==> src/rtl/audio_pkg.sv <==
// Shared types and constants for the audio stream bridge.
// The attenuation width is fixed here so every user agrees on the port size.
package audio_pkg;

    typedef enum logic {
        FILL = 1'b0,
        RUN  = 1'b1
    } state_t;

    localparam logic [15:0] UNDERRUN_MAX = 16'hFFFF;
    localparam int          ATTEN_W      = 4;

endpackage

==> src/rtl/audio_frame_fifo.sv <==
// Frame FIFO with a combinational head; push and pop may coincide.
// Occupancy is kept as an explicit counter so full and empty are unambiguous.
module audio_frame_fifo #(
    parameter  int WIDTH = 48,
    parameter  int DEPTH = 16,
    localparam int AW    = $clog2(DEPTH),
    localparam int LW    = AW + 1
) (
    input  logic             clk,
    input  logic             rst_n,
    input  logic             push,
    input  logic [WIDTH-1:0] push_data,
    input  logic             pop,
    output logic [WIDTH-1:0] head,
    output logic             full,
    output logic             empty,
    output logic [LW-1:0]    level
);

    logic [WIDTH-1:0] mem [DEPTH];
    logic [AW-1:0]    wr_ptr;
    logic [AW-1:0]    rd_ptr;
    logic             do_push;
    logic             do_pop;

    assign full    = (level == LW'(DEPTH));
    assign empty   = (level == '0);
    assign do_push = push && !full;
    assign do_pop  = pop && !empty;
    assign head    = mem[rd_ptr];

    // Storage needs no reset; only pointers decide what is valid.
    always_ff @(posedge clk) begin
        if (do_push) begin
            mem[wr_ptr] <= push_data;
        end
    end

    always_ff @(posedge clk) begin
        if (!rst_n) begin
            wr_ptr <= '0;
            rd_ptr <= '0;
            level  <= '0;
        end else begin
            if (do_push) begin
                wr_ptr <= wr_ptr + 1'b1;
            end
            if (do_pop) begin
                rd_ptr <= rd_ptr + 1'b1;
            end
            case ({do_push, do_pop})
                2'b10:   level <= level + 1'b1;
                2'b01:   level <= level - 1'b1;
                default: level <= level;
            endcase
        end
    end

endmodule

==> src/rtl/audio_stream_bridge.sv <==
// Codec-to-codec audio bridge with priming FIFO, swap/atten/mute and underrun count.
// Attenuation shifter is built only when AUDIO_STREAM_BRIDGE_ATTEN_EN is defined.
module audio_stream_bridge
    import audio_pkg::*;
#(
    parameter  int DATA_W    = 24,
    parameter  int NCH       = 2,
    parameter  int DEPTH     = 16,
    parameter  int PRIME_LVL = DEPTH / 2,
    localparam int FW        = NCH * DATA_W,
    localparam int LW        = $clog2(DEPTH) + 1
) (
    input  logic               CLOCK_50,
    input  logic               reset_n,
    input  logic               read_ready,
    input  logic [FW-1:0]      readdata,
    output logic               read,
    input  logic               write_ready,
    output logic               write,
    output logic [FW-1:0]      writedata,
    input  logic               mute,
    input  logic               swap,
    input  logic [ATTEN_W-1:0] atten,
    output logic [LW-1:0]      level,
    output logic               running,
    output logic [15:0]        underrun_cnt
);

    state_t            state;
    logic              full;
    logic              empty;
    logic [FW-1:0]     head;
    logic [FW-1:0]     frame_out;
    logic [DATA_W-1:0] samp;

    // Handshakes are held off during reset so no pulse leaks out.
    assign read    = reset_n && read_ready && !full;
    assign write   = reset_n && (state == RUN) && write_ready && !empty;
    assign running = (state == RUN);

    audio_frame_fifo #(
        .WIDTH (FW),
        .DEPTH (DEPTH)
    ) u_fifo (
        .clk       (CLOCK_50),
        .rst_n     (reset_n),
        .push      (read),
        .push_data (readdata),
        .pop       (write),
        .head      (head),
        .full      (full),
        .empty     (empty),
        .level     (level)
    );

    always_ff @(posedge CLOCK_50) begin
        if (!reset_n) begin
            state        <= FILL;
            underrun_cnt <= '0;
        end else begin
            unique case (state)
                FILL: begin
                    if (level >= LW'(PRIME_LVL)) begin
                        state <= RUN;
                    end
                end
                RUN: begin
                    if (write_ready && empty) begin
                        state <= FILL;
                        if (underrun_cnt != UNDERRUN_MAX) begin
                            underrun_cnt <= underrun_cnt + 1'b1;
                        end
                    end
                end
            endcase
        end
    end

`ifndef AUDIO_STREAM_BRIDGE_ATTEN_EN
    logic unused_atten;
    assign unused_atten = ^atten;
`endif

    // Swap first, then attenuate, then mute, channel by channel.
    always_comb begin
        frame_out = '0;
        samp      = '0;
        for (int k = 0; k < NCH; k++) begin
            samp = swap ? head[(NCH-1-k)*DATA_W +: DATA_W]
                        : head[k*DATA_W +: DATA_W];
`ifdef AUDIO_STREAM_BRIDGE_ATTEN_EN
            samp = $signed(samp) >>> atten;
`endif
            frame_out[k*DATA_W +: DATA_W] = mute ? '0 : samp;
        end
    end

    assign writedata = write ? frame_out : '0;

endmodule
==> config.mk <==
export PLATFORM = sky130hd
export DESIGN_NAME = audio_stream_bridge
export DESIGN_NICKNAME = d
export VERILOG_FILES = /design/src/rtl/audio_pkg.sv /design/src/rtl/audio_frame_fifo.sv /design/src/rtl/audio_stream_bridge.sv
export SDC_FILE = /design/constraint.sdc
export NUM_CORES = 1
export LEC_CHECK = 0
export CORE_MARGIN = 5
export CORE_UTILIZATION = 45
export DETAILED_ROUTE_END_ITERATION = 10
export HOLD_SLACK_MARGIN = 0.15
export SYNTH_ARGS = -nofsm -noshare
export SYNTH_HDL_FRONTEND = slang
export SYNTH_HIERARCHICAL = 1
export SYNTH_SLANG_ARGS = --single-unit
export TNS_END_PERCENT = 30
==> constraint.sdc <==
create_clock -name CLOCK_50 -period 13.5 [get_ports CLOCK_50]
set_clock_uncertainty 0.2 [all_clocks]
set_input_delay 4.05 -clock CLOCK_50 [delete_from_list [all_inputs] [get_ports CLOCK_50]]
set_output_delay 4.05 -clock CLOCK_50 [all_outputs]
set_load 0.02 [all_outputs]
; ---- Word level (Yosys, flattened, before mapping)
; Memories as Yosys holds them, arrays and structs flattened. A register that Yosys moved wholly into a read port is not among the register bits.
; Cells that the tools add are included.
[totals]
n_memories = 1
input_bits = 58
mem_bits_rw = 768
register_bits = 30
word_cells = 43
out_inout_bits = 72
[classes]
n_reduce_logical = 13
n_eq_ne = 4
n_mux = 13
bitwise_logic = 1
n_addsub = 5
order_cmp = 1
[mem_list]
columns = memory, words, word_bits, read_ports, rd_clocked_by_memory_dff, write_ports, line
row1 = u_fifo.mem, 16, 48, 1, 1, 1, audio_frame_fifo.sv:20  ; logic [WIDTH-1:0] mem [DEPTH];
[ops]
columns = operator, n
row1 = $mux 24, 4
row2 = $mux 48, 1
row3 = $add 16x1->16 const B, 1
row4 = $ne 16x16->1 const B, 1
row5 = $pmux 5 s2, 1
row6 = $add 4x1->4 const B, 2
row7 = $logic_and 1x1->1, 8
row8 = $mux 4, 2
row9 = $add 5x1->5 const B, 1
row10 = $eq 5x5->1 const B, 1
row11 = $ge 5x4->1 const B, 1
row12 = $logic_not 5->1, 1
row13 = $sub 5x1->5 const B, 1
row14 = $mux 1, 4
row15 = $reduce_and 3->1, 1
row16 = $eq 2x1->1 const B, 1
row17 = $eq 2x2->1 const B, 1
row18 = $logic_not 1->1, 2
row19 = $pmux 1 s2, 1
row20 = $reduce_bool 2->1, 1
row21 = $not 1->1, 1

; ---- Depth between registers and ports, before layout
; Gate-level depths: netlist of the first run.
[depth]
word_depth = 6
ltp_mapped = 14

; ---- By module
; Netlist of the first run, hierarchy kept.
[modules_own_cells]
columns = module, area_each_um2, n_inst, cells_each, seq_area_each_um2
row1 = audio_frame_fifo, 29838.6, 1, 1191, 23402.4
row2 = audio_stream_bridge, 1642.8, 1, 215, 340.3

; ---- Least setup slack after synthesis of the first run
; No wires, ideal clock.
[synth_timing]
kind = input port to output port
start = in reset_n
end = out writedata[27]
arrival_ns = 5.817
slack_ns = 3.433
path_stages = 6
t_required_ns = 9.250
cell_sequence = inv_2 nor3_1 nand2b_1 clkbuf_1 clkbuf_1 nor2_1
[synth_between]
elab_chain_len = 4
[synth_lines]
columns = item, line
row1 = from (decl), audio_stream_bridge.sv:14  ; input logic reset_n,
row2 = $logic_and 1x1->1 (3 in a row), audio_stream_bridge.sv:38  ; assign write = reset_n && (state == RUN) && write_ready && !empty;
row3 = named net write, audio_stream_bridge.sv:19  ; output logic write,
row4 = $mux 48, audio_stream_bridge.sv:98  ; assign writedata = write ? frame_out : '0;
row5 = to (decl), audio_stream_bridge.sv:20  ; output logic [FW-1:0] writedata,
; The timed path passes the listed nets, and every way through them passes these cells.

; ---- Final worst setup path of the first run
[layout_timing]
start = in reset_n
end = out writedata[43]
[layout_between]
elab_chain_len = 4
[layout_lines]
columns = item, line
row1 = $logic_and 1x1->1 (3 in a row), audio_stream_bridge.sv:38
row2 = $mux 48, audio_stream_bridge.sv:98
; No other way between the ends.

==> flow_metrics.env, run 1 <==
export IMPL_rows=97
export IMPL_n_fill_cell=5476
export IMPL_ys_top_cells_by_count="edfxtp_1, mux4_2, nor2_1, mux2i_1, clkbuf_1"
export IMPL_port_buffers=125
export IMPL_endpoint_kind="output pin"
export IMPL_cp_cell_sequence="clkdlybuf4s50_1 > inv_2 > nor3_1 > buf_4 > nand2b_2 > nor2_1 > clkdlybuf4s50_1"
export IMPL_synthToLayoutAreaGrowth_pct=15.4
export IMPL_worst_path_largest_cell_delay_ns=0.98
export IMPL_cap_violations=0
export IMPL_ys_ff_latch=802
export IMPL_syn_num_nets=1473
export IMPL_synth_area_leader_cell="edfxtp_1"
export IMPL_drive_gt1_share_pct=25.4
export IMPL_ys_seq_area_share_pct=75.4
export IMPL_outcome="finished clean"
export IMPL_max_slew_worst_pin_slew_ns=1.13
export IMPL_drtPass1Iterations=5
export IMPL_path_clk_slew_ns=0.06
export IMPL_arrival_ns=7.38
export IMPL_slowest_stage="clkdlybuf4s50_1"
export IMPL_cellPowerDensity_nw_per_um2=138
export IMPL_rsz0062_at_grt="false"
export IMPL_yosys_most_used_dff="edfxtp_1"
export IMPL_root_buffer="clkbuf_16"
export IMPL_cp_required_ns=9.25
export IMPL_tns_ns=0
export IMPL_netlist_cell_type_count=51
export IMPL_grt_first_pass_wirelength_um=106000
export IMPL_wirelength_um=72900
export IMPL_die_x_um=274
export IMPL_leakage_nw=11.0
export IMPL_dieArea_um2=75300
export IMPL_cts_resized=0
export IMPL_met1_usage_pct=28.2
export IMPL_place_congestion=0.743
export IMPL_clock_latency_ns=0.62
export IMPL_antenna_left=0
export IMPL_grt_max_degree=107
export IMPL_synth_cells=1406
export IMPL_io_pins=130
export IMPL_grt_use_met3_pct=4.10
export IMPL_worstHoldPathType="reg2reg"
export IMPL_yosysMostFrequentCell="edfxtp_1"
export IMPL_syn_area_um2=31500
export IMPL_cts_buffers=83
export IMPL_vias=14900
export IMPL_synth_top_area_share_pct=73.3
export IMPL_drv_slew=0
export IMPL_clock_path_buffers=3
export IMPL_critPathLaunchType="input pin"
export IMPL_grtUsageTotal_pct=19.5
export IMPL_report_final_setup_viol=0
export IMPL_routedWlPerCell_um=28.4
export IMPL_syn_avg_cell_area_um2=22.4
export IMPL_relSlewSlack_pct=24.3
export IMPL_timing_critical_path_mode_cell="clkdlybuf4s50_1"
export IMPL_h_tree_depth=3
export IMPL_die_height_um=274
export IMPL_synth_top_cells_by_area="edfxtp_1, mux4_2, dfxtp_1"
export IMPL_instances_no_fill=2567
export IMPL_use_met2_pct=31.0
export IMPL_antenna_found_initial=9
export IMPL_cts_setup_buffers=0
export IMPL_grt_overflow=0
export IMPL_synth_edf_count=768
export IMPL_dpl_hpwl_um=37700
export IMPL_drc=0
export IMPL_placed_area_um2=33800
export IMPL_grt_pass1_vias=15200
export IMPL_fin_crit_ns=11.63
export IMPL_critPathKind="in2out"
export IMPL_max_freq_mhz=86.0
export IMPL_stdcell_area_um2=36300
export IMPL_fin_crit_sh_pct=86.2
export IMPL_final_nets=1632
export IMPL_core_um2=69700
export IMPL_peakVddDrop_v=0.0000805
export IMPL_start_util_pct=45.2
export IMPL_grt_busiest_layer="met2"
export IMPL_hold_buffers=0
export IMPL_cp_max_fo=48
export IMPL_dp_cells=2420
export IMPL_drt_iter0_drc=1324
export IMPL_async_reset_ff_share_pct=0
export IMPL_hold_viol=0
export IMPL_cts_tree="built"
export IMPL_cts_sinks=802
export IMPL_routed_via_density=5.81
export IMPL_yosysWarningCount=6
==> worst max-delay path, delay by kind of cell <==
family | cells | cell delay [ns]
buffers and inverters | 4 | 2.10
AND/OR/NAND/NOR | 3 | 1.18
==> logic make-up (layout without fill, tap and decap cells) <==
kind of cell             Yosys count  in the layout  synth area share (%)
flip-flops                       802            802                  75.4
multiplexers                     294            294                  18.9
AND/OR/NAND/NOR                  161            161                  2.61
buffers and inverters             86            303                  1.55
AO/OA/AOI/OAI                     47             47                 0.986
adder cells (fa/ha/maj)            9              9                 0.358
XOR/XNOR                           7              7                 0.195
other                              0              4                     0
==> routing by layer <==
layer | vias up | part of all wire [%]
li1 | 6261 | -
met1 | 8132 | 43
met2 | 409 | 49
met3 | 93 | 6.5
met4 | 8 | 1.6
met5 | - | 0.078
==> report_power, final <==
group / internal, mW / total, mW / leakage, nW / switching (mW)
registers: 2.74 / 2.75 / 7.20 / 0.00438
logic: 0.0404 / 0.118 / 2.56 / 0.0776
clock network: 1.21 / 2.13 / 1.22 / 0.925
total: 3.99 / 5.00 / 11.0 / 1.01
==> path summary, 6_finish.rpt <==
check,startpoint,end,slack (ns),cells after the start
max,reset_n,writedata[43],1.87,7
min,underrun_cnt[15],underrun_cnt[15],0.32,2
max reg2reg,u_fifo/level[2],u_fifo/mem[1][40],9.65,7
min reg2reg,underrun_cnt[15],underrun_cnt[15],0.32,2
==> layout by cell type (no fill, tap or decap), drive strengths merged, types with 2 or more instances in the layout <==
cell type      Yosys  final
mux4             240    240
a21oi             15     15
nand3b             2      2
o21ai              7      7
clkinv             0     28
and3               3      3
nand2b             8      8
nor4               3      3
clkdlybuf4s50      0    124
o31ai              7      7
ha                 9      9
a31oi              2      2
inv                8     12
and4               4      4
buf               41     28
xor2               6      6
clkbuf            37    106
nor2              73     73
or4                8      8
nand3             11     11
bufinv             0      3
o211ai             4      4
clkinvlp           0      2
a22oi              2      2
dfxtp             34     34
mux2i             54     54
o21a               5      5
nand4              5      5
diode              0      4
nand2             20     20
edfxtp           768    768
and2               2      2
nor3              11     11
or3                6      6
==> flip-flops by register name, summed over array words and instances (netlist names), named ones only <==
name and flops:
u_fifo/rd_ptr 4, running 1, u_fifo/mem 768, underrun_cnt 16, u_fifo/level 5, u_fifo/wr_ptr 4
==> cell type report <==
cell class	instances	area (um2)	area share [%]
clock inverters	37	334	0.920
clock buffers	106	2180	6.02
inverters	8	30.0	0.0827
multi-input cells	518	7360	20.3
flip-flops and latches	802	23800	65.4
repair buffers	152	1460	4.02
diodes	4	10.0	0.0276
well taps	940	1180	3.24
==> metrics by stage <==
| stage | util [%] | worst slack [ns] | power (mW) | hold WS, ns |
|---|---|---|---|---|
| floorplan | - | 3.43 | 2.84 | 0.282 |
| CTS | 52.1 | 1.82 | 5.05 | 0.320 |
| detailed placement | 48.5 | 1.82 | 2.92 | 0.305 |
| global placement | 48.5 | 2.03 | 2.91 | 0.300 |
| global route | 52.1 | 1.59 | 5.16 | 0.344 |
| finish | 52.1 | 1.87 | 5.00 | 0.319 |
Power figures use the tool's default switching activity.
==> run 2: changes to the inputs <==
Settings changed: PLACE_DENSITY set to 0.7.
==> run 2 against run 1 <==
Against the previous run:
- flip-flop and latch count is the same
- combinational power is essentially flat
- sequential share of layout area grew 0.30 points
- global-route usage shrank 0.80 points
- largest cell class unchanged
- sequential power is essentially flat
==> flow_metrics.env, run 2 (synthesized netlist as in run 1, its figures left out) <==
export IMPL_largest_reg_flops=768
export IMPL_max_freq_mhz=87.5
export IMPL_timing_critical_path_mode_cell="clkdlybuf4s50_1"
export IMPL_slowest_stage="clkdlybuf4s50_1"
export IMPL_cts_tree="built"
export IMPL_switching_share_pct=19.5
export IMPL_core_um2=69700
export IMPL_dieArea_um2=75300
export IMPL_pwr_share_comb_pct=2.4
export IMPL_final_cell_mix="edfxtp_1, mux4_2, clkdlybuf4s50_1"
export IMPL_leakage_nw=10.9
export IMPL_critPathLaunchType="input pin"
export IMPL_drt_iter0_drc=1447
export IMPL_final_nets=1626
export IMPL_cts_setup_buffers=0
export IMPL_r2r_start="u_fifo/level[0]"
export IMPL_routedWlPerCell_um=27.4
export IMPL_r2r_end="u_fifo/level[2]"
export IMPL_grt_overflow=0
export IMPL_grt_pass1_vias=15200
export IMPL_ff2ff_path_depth=12
export IMPL_register_area_um2=23800
export IMPL_p_sw_mw=0.952
export IMPL_p_clk_share_pct=41.5
export IMPL_grt_max_degree=129
export IMPL_n_fill_cell=5385
export IMPL_hold_buffers=0
export IMPL_multi_input_area_um2=7360
export IMPL_relSlewSlack_pct=30.5
export IMPL_hold_path_startpoint="underrun_cnt[15]"
export IMPL_max_slew_worst_pin_slew_ns=1.04
export IMPL_hold_viol=0
export IMPL_grt_first_pass_wirelength_um=103000
export IMPL_peakVddDrop_v=0.000101
export IMPL_routed_via_density=5.80
export IMPL_setup_ws_ns=2.07
export IMPL_endpoint_kind="output pin"
export IMPL_p_seq_share_pct=56.1
export IMPL_outcome="finished clean"
export IMPL_largest_register="u_fifo/mem"
export IMPL_p_int_mw=3.94
export IMPL_cap_violations=0
export IMPL_cts_resized=0
export IMPL_rsz0062_at_grt="false"
export IMPL_cp_required_ns=9.25
export IMPL_drv_slew=0
export IMPL_place_congestion=0.780
export IMPL_antenna_left=0
export IMPL_final_common_cell="edfxtp_1"
export IMPL_antenna_found_initial=2
export IMPL_clock_path_buffers=3
export IMPL_critPathKind="in2out"
export IMPL_stdcell_area_um2=36100
export IMPL_rrSetupSlack_ns=9.92
export IMPL_h_tree_depth=3
export IMPL_die_height_um=274
export IMPL_rows=97
export IMPL_cts_buffers=79
export IMPL_port_buffers=125
export IMPL_cp_num_buf_inv=3
export IMPL_report_final_setup_viol=0
export IMPL_fin_crit_sh_pct=84.6
export IMPL_synthToLayoutAreaGrowth_pct=14.8
export IMPL_die_x_um=274
export IMPL_n_antenna_cell=0
export IMPL_top_regs="u_fifo/mem: 768 flops, underrun_cnt: 16 flops, u_fifo/level: 5 flops"
export IMPL_hold_path_cell_count=2
export IMPL_fin_crit_ns=11.43
export IMPL_arrival_ns=7.18
export IMPL_vias=14800
export IMPL_root_buffer="clkbuf_16"
export IMPL_wirelength_um=70000
export IMPL_place_ws_ns=2.10
export IMPL_drtPass1Iterations=5
export IMPL_drive_gt1_share_pct=24.8
export IMPL_path_clk_slew_ns=0.05
export IMPL_tns_ns=0
export IMPL_io_pins=130
export IMPL_cts_sinks=802
export IMPL_worstHoldPathType="reg2reg"
export IMPL_worst_path_largest_cell_delay_ns=0.97
export IMPL_drc=0
export IMPL_min_to="underrun_cnt[15]"
export IMPL_cellPowerDensity_nw_per_um2=135
export IMPL_cp_cell_sequence="clkdlybuf4s50_1 > inv_2 > nor3_1 > nand2b_2 > nor2_1 > clkdlybuf4s50_1"
export IMPL_clock_latency_ns=0.59
export IMPL_placed_area_um2=33800
export IMPL_cpLargestDelayFamily="buffers and inverters"
export IMPL_start_util_pct=45.2
export IMPL_grtUsageTotal_pct=18.7
export IMPL_dpl_hpwl_um=35800
export IMPL_cp_max_fo=48
[run 2: cell types whose count changed in the layout (fill, tap and decap cells not counted)]
cell,before,now
clkbuf_8,0,1
buf_4,26,24
clkbuf_1,22,19
clkinv_2,12,6
inv_16,2,0
diode_2,4,0
clkinv_1,13,21
clkinv_4,0,1
clkinv_16,1,0
inv_6,2,1
clkbuf_16,84,81
[run 2: layout make-up]
class	instances	share of cell area, %
Sequential cell	802	65.7
Multi-Input combinational cell	518	20.4
Clock buffer	101	5.84
Timing Repair Buffer	150	4.00
Tap cell	940	3.25
Clock inverter	36	0.730
Inverter	8	0.0831
[run 2: how the worst max path moves through the flow]
stage | slack [ns] | depth (start not counted) | endpoint | start
after global routing | 1.85 | 6 | writedata[44] | reset_n
after CTS | 2.10 | 6 | writedata[44] | reset_n
after global placement | 2.25 | 6 | writedata[20] | reset_n
after detailed placement | 2.10 | 6 | writedata[44] | reset_n
final | 2.07 | 6 | writedata[44] | reset_n
after floorplan | 3.43 | 6 | writedata[27] | reset_n
[run 2: metrics by stage]
stage / hold slack (ns) / util (%) / cells / total power [mW]
2_1_floorplan: 0.282 / - / 1406 / 2.84
3_3_place_gp: 0.274 / 48.5 / 2418 / 2.91
3_5_place_dp: 0.285 / 48.5 / 2418 / 2.91
4_1_cts: 0.293 / 51.9 / 2555 / 4.93
5_1_grt: 0.347 / 51.9 / 2555 / 5.05
6_report: 0.287 / 51.9 / 2555 / 4.89
[run 2: power by group through the flow]
stage	Combinational [mW]	Sequential, mW	Clock (mW)
floorplan	0.0448	2.80	0
global placement	0.111	2.80	0
detailed placement	0.116	2.80	0
CTS	0.117	2.75	2.07
global route	0.125	2.75	2.18
finish	0.116	2.75	2.03
[run 2: layer usage]
metal | vias to the layer above | track usage (%) | part of all wire (%)
li1 | 6257 | - | -
met1 | 7988 | 25.8 | 41
met2 | 513 | 32.1 | 51
met3 | 70 | 3.10 | 6.9
met4 | 2 | 3.85 | 1.2
met5 | - | 0 | 0.017
[run 2: worst reg2reg max path, cell delays in order, from the launching register on]
cell     delay (ns)
dfxtp_1        0.37
or4_1          0.67
nor2_1         0.21
nor3_1         0.10
buf_4          0.18
o21ai_2        0.13
inv_1          0.09
ha_1           0.35
xor2_1         0.21
ha_1           0.24
o21a_1         0.20
or4_1          0.39
a21oi_1        0.15
==> run 3: changes to the inputs <==
Clock period 13.5 ns to 11.75 ns, I/O delays scaled along.
==> run 3 against run 2 <==
Against the previous run:
- sequential power rose by 15%
- first-iteration DRC count shrank 5.5%
- die area stayed put
- largest cell class unchanged
- clock-buffer cell count shrank 7
- critical endpoint is now writedata[11]
- clock power grew 19%
- highest routed layer unchanged
==> flow_metrics.env, run 3 (synthesized netlist as in run 1, its figures left out) <==
export IMPL_outcome="finished clean"
export IMPL_vias=14800
export IMPL_drt_iter0_drc=1368
export IMPL_fin_crit_sh_pct=88.9
export IMPL_cts_buffers=76
export IMPL_fin_crit_ns=10.45
export IMPL_clock_path_buffers=3
export IMPL_tns_ns=0
export IMPL_root_buffer="clkbuf_16"
export IMPL_hold_buffers=0
export IMPL_drtPass1Iterations=5
export IMPL_rrSetupSlack_ns=8.18
export IMPL_synthToLayoutAreaGrowth_pct=15.2
export IMPL_wirelength_um=69700
export IMPL_final_cell_mix="edfxtp_1, mux4_2, clkdlybuf4s50_1"
export IMPL_drive_gt1_share_pct=25.4
export IMPL_leakage_nw=11.0
export IMPL_dieArea_um2=75300
export IMPL_hold_viol=0
export IMPL_worstHoldPathType="reg2reg"
export IMPL_grt_pass1_vias=15000
export IMPL_cp_required_ns=8.03
export IMPL_endpoint_kind="output pin"
export IMPL_grt_overflow=0
export IMPL_grt_max_degree=141
export IMPL_core_um2=69700
export IMPL_cts_setup_buffers=0
export IMPL_arrival_ns=6.73
export IMPL_final_nets=1621
export IMPL_start_util_pct=45.2
export IMPL_antenna_found_initial=7
export IMPL_largest_reg_flops=768
export IMPL_critPathKind="in2out"
export IMPL_cellPowerDensity_nw_per_um2=157
export IMPL_instances_no_fill=2561
export IMPL_io_pins=130
export IMPL_h_tree_depth=3
export IMPL_cts_sinks=802
export IMPL_final_common_cell="edfxtp_1"
export IMPL_peakVddDrop_v=0.000113
export IMPL_die_height_um=274
export IMPL_max_slew_worst_pin_slew_ns=1.07
export IMPL_cts_tree="built"
export IMPL_critPathLaunchType="input pin"
export IMPL_cts_resized=0
export IMPL_drc=0
export IMPL_grt_first_pass_wirelength_um=101000
export IMPL_place_congestion=0.764
export IMPL_post_route_util_pct=52.1
export IMPL_antenna_left=0
export IMPL_port_buffers=125
export IMPL_place_ws_ns=1.32
export IMPL_rsz0062_at_grt="false"
export IMPL_dpl_hpwl_um=35700
export IMPL_grtUsageTotal_pct=18.5
export IMPL_report_final_setup_viol=0
export IMPL_routed_via_density=5.77
export IMPL_max_freq_mhz=95.7
export IMPL_largest_register="u_fifo/mem"
export IMPL_cp_max_fo=48
export IMPL_dp_cells=2416
export IMPL_clock_latency_ns=0.61
export IMPL_rows=97
export IMPL_top_regs="u_fifo/mem: 768 flops, underrun_cnt: 16 flops, u_fifo/level: 5 flops"
export IMPL_n_fill_cell=5337
export IMPL_setup_ws_ns=1.30
export IMPL_cap_violations=0
export IMPL_die_x_um=274
export IMPL_path_clk_slew_ns=0.06
export IMPL_relSlewSlack_pct=28.5
export IMPL_routedWlPerCell_um=27.2
export IMPL_drv_slew=0
[run 3: changes by cell type in the layout (fill, tap and decap cells not counted), sizes merged]
cell	before	now
clkinv	30	32
clkbuf	101	94
diode	0	6
buf	26	24
bufinv	3	8
inv	9	11
[run 3: power breakdown]
group | total [mW] | switching, mW | internal, mW | leakage (nW)
Combinational | 0.133 | 0.0869 | 0.0464 | 2.54
Sequential | 3.15 | 0.00543 | 3.15 | 7.20
Clock | 2.42 | 1.01 | 1.41 | 1.22
Total | 5.71 | 1.10 | 4.61 | 11.0
[run 3: worst paths after layout]
path / startpoint / endpoint / cells after the start
min: underrun_cnt[15] / underrun_cnt[15] / 2
min reg2reg: underrun_cnt[15] / underrun_cnt[15] / 2
max: reset_n / writedata[11] / 6
max reg2reg: u_fifo/level[0] / u_fifo/level[2] / 12
[run 3: per-stage QoR]
step                instance area [um2]  total power, mW  hold slack (ns)
floorplan                         31500             3.27            0.282
global placement                  33800             3.34            0.278
detailed placement                33800             3.35            0.292
CTS                               36300             5.76            0.301
global route                      36300             5.90            0.337
finish                            36300             5.71            0.298
[run 3: per-layer routing]
metal	up-vias	wire length [um]	global-route usage, %
li1	6252	-	-
met1	7873	26400	23.8
met2	550	35100	30.8
met3	92	6700	5.71
met4	2	1540	5.50
met5	-	11	0
[run 3: final cells by class]
cell class	count	area, um2	share of cell area [%]
Antenna cell	6	15.0	0.0414
Multi-Input combinational cell	518	7360	20.3
Inverter	8	30.0	0.0828
Sequential cell	802	23800	65.5
Timing Repair Buffer	148	1460	4.02
Clock inverter	45	444	1.22
Clock buffer	94	2030	5.61
Tap cell	940	1180	3.24
[run 3: worst max-delay path, cell delays in order]
cell and delay, ns:
clkdlybuf4s50_1 0.97, inv_2 0.28, nor3_1 0.40, nand2b_2 0.55, nor2_1 0.33, clkdlybuf4s50_1 0.64
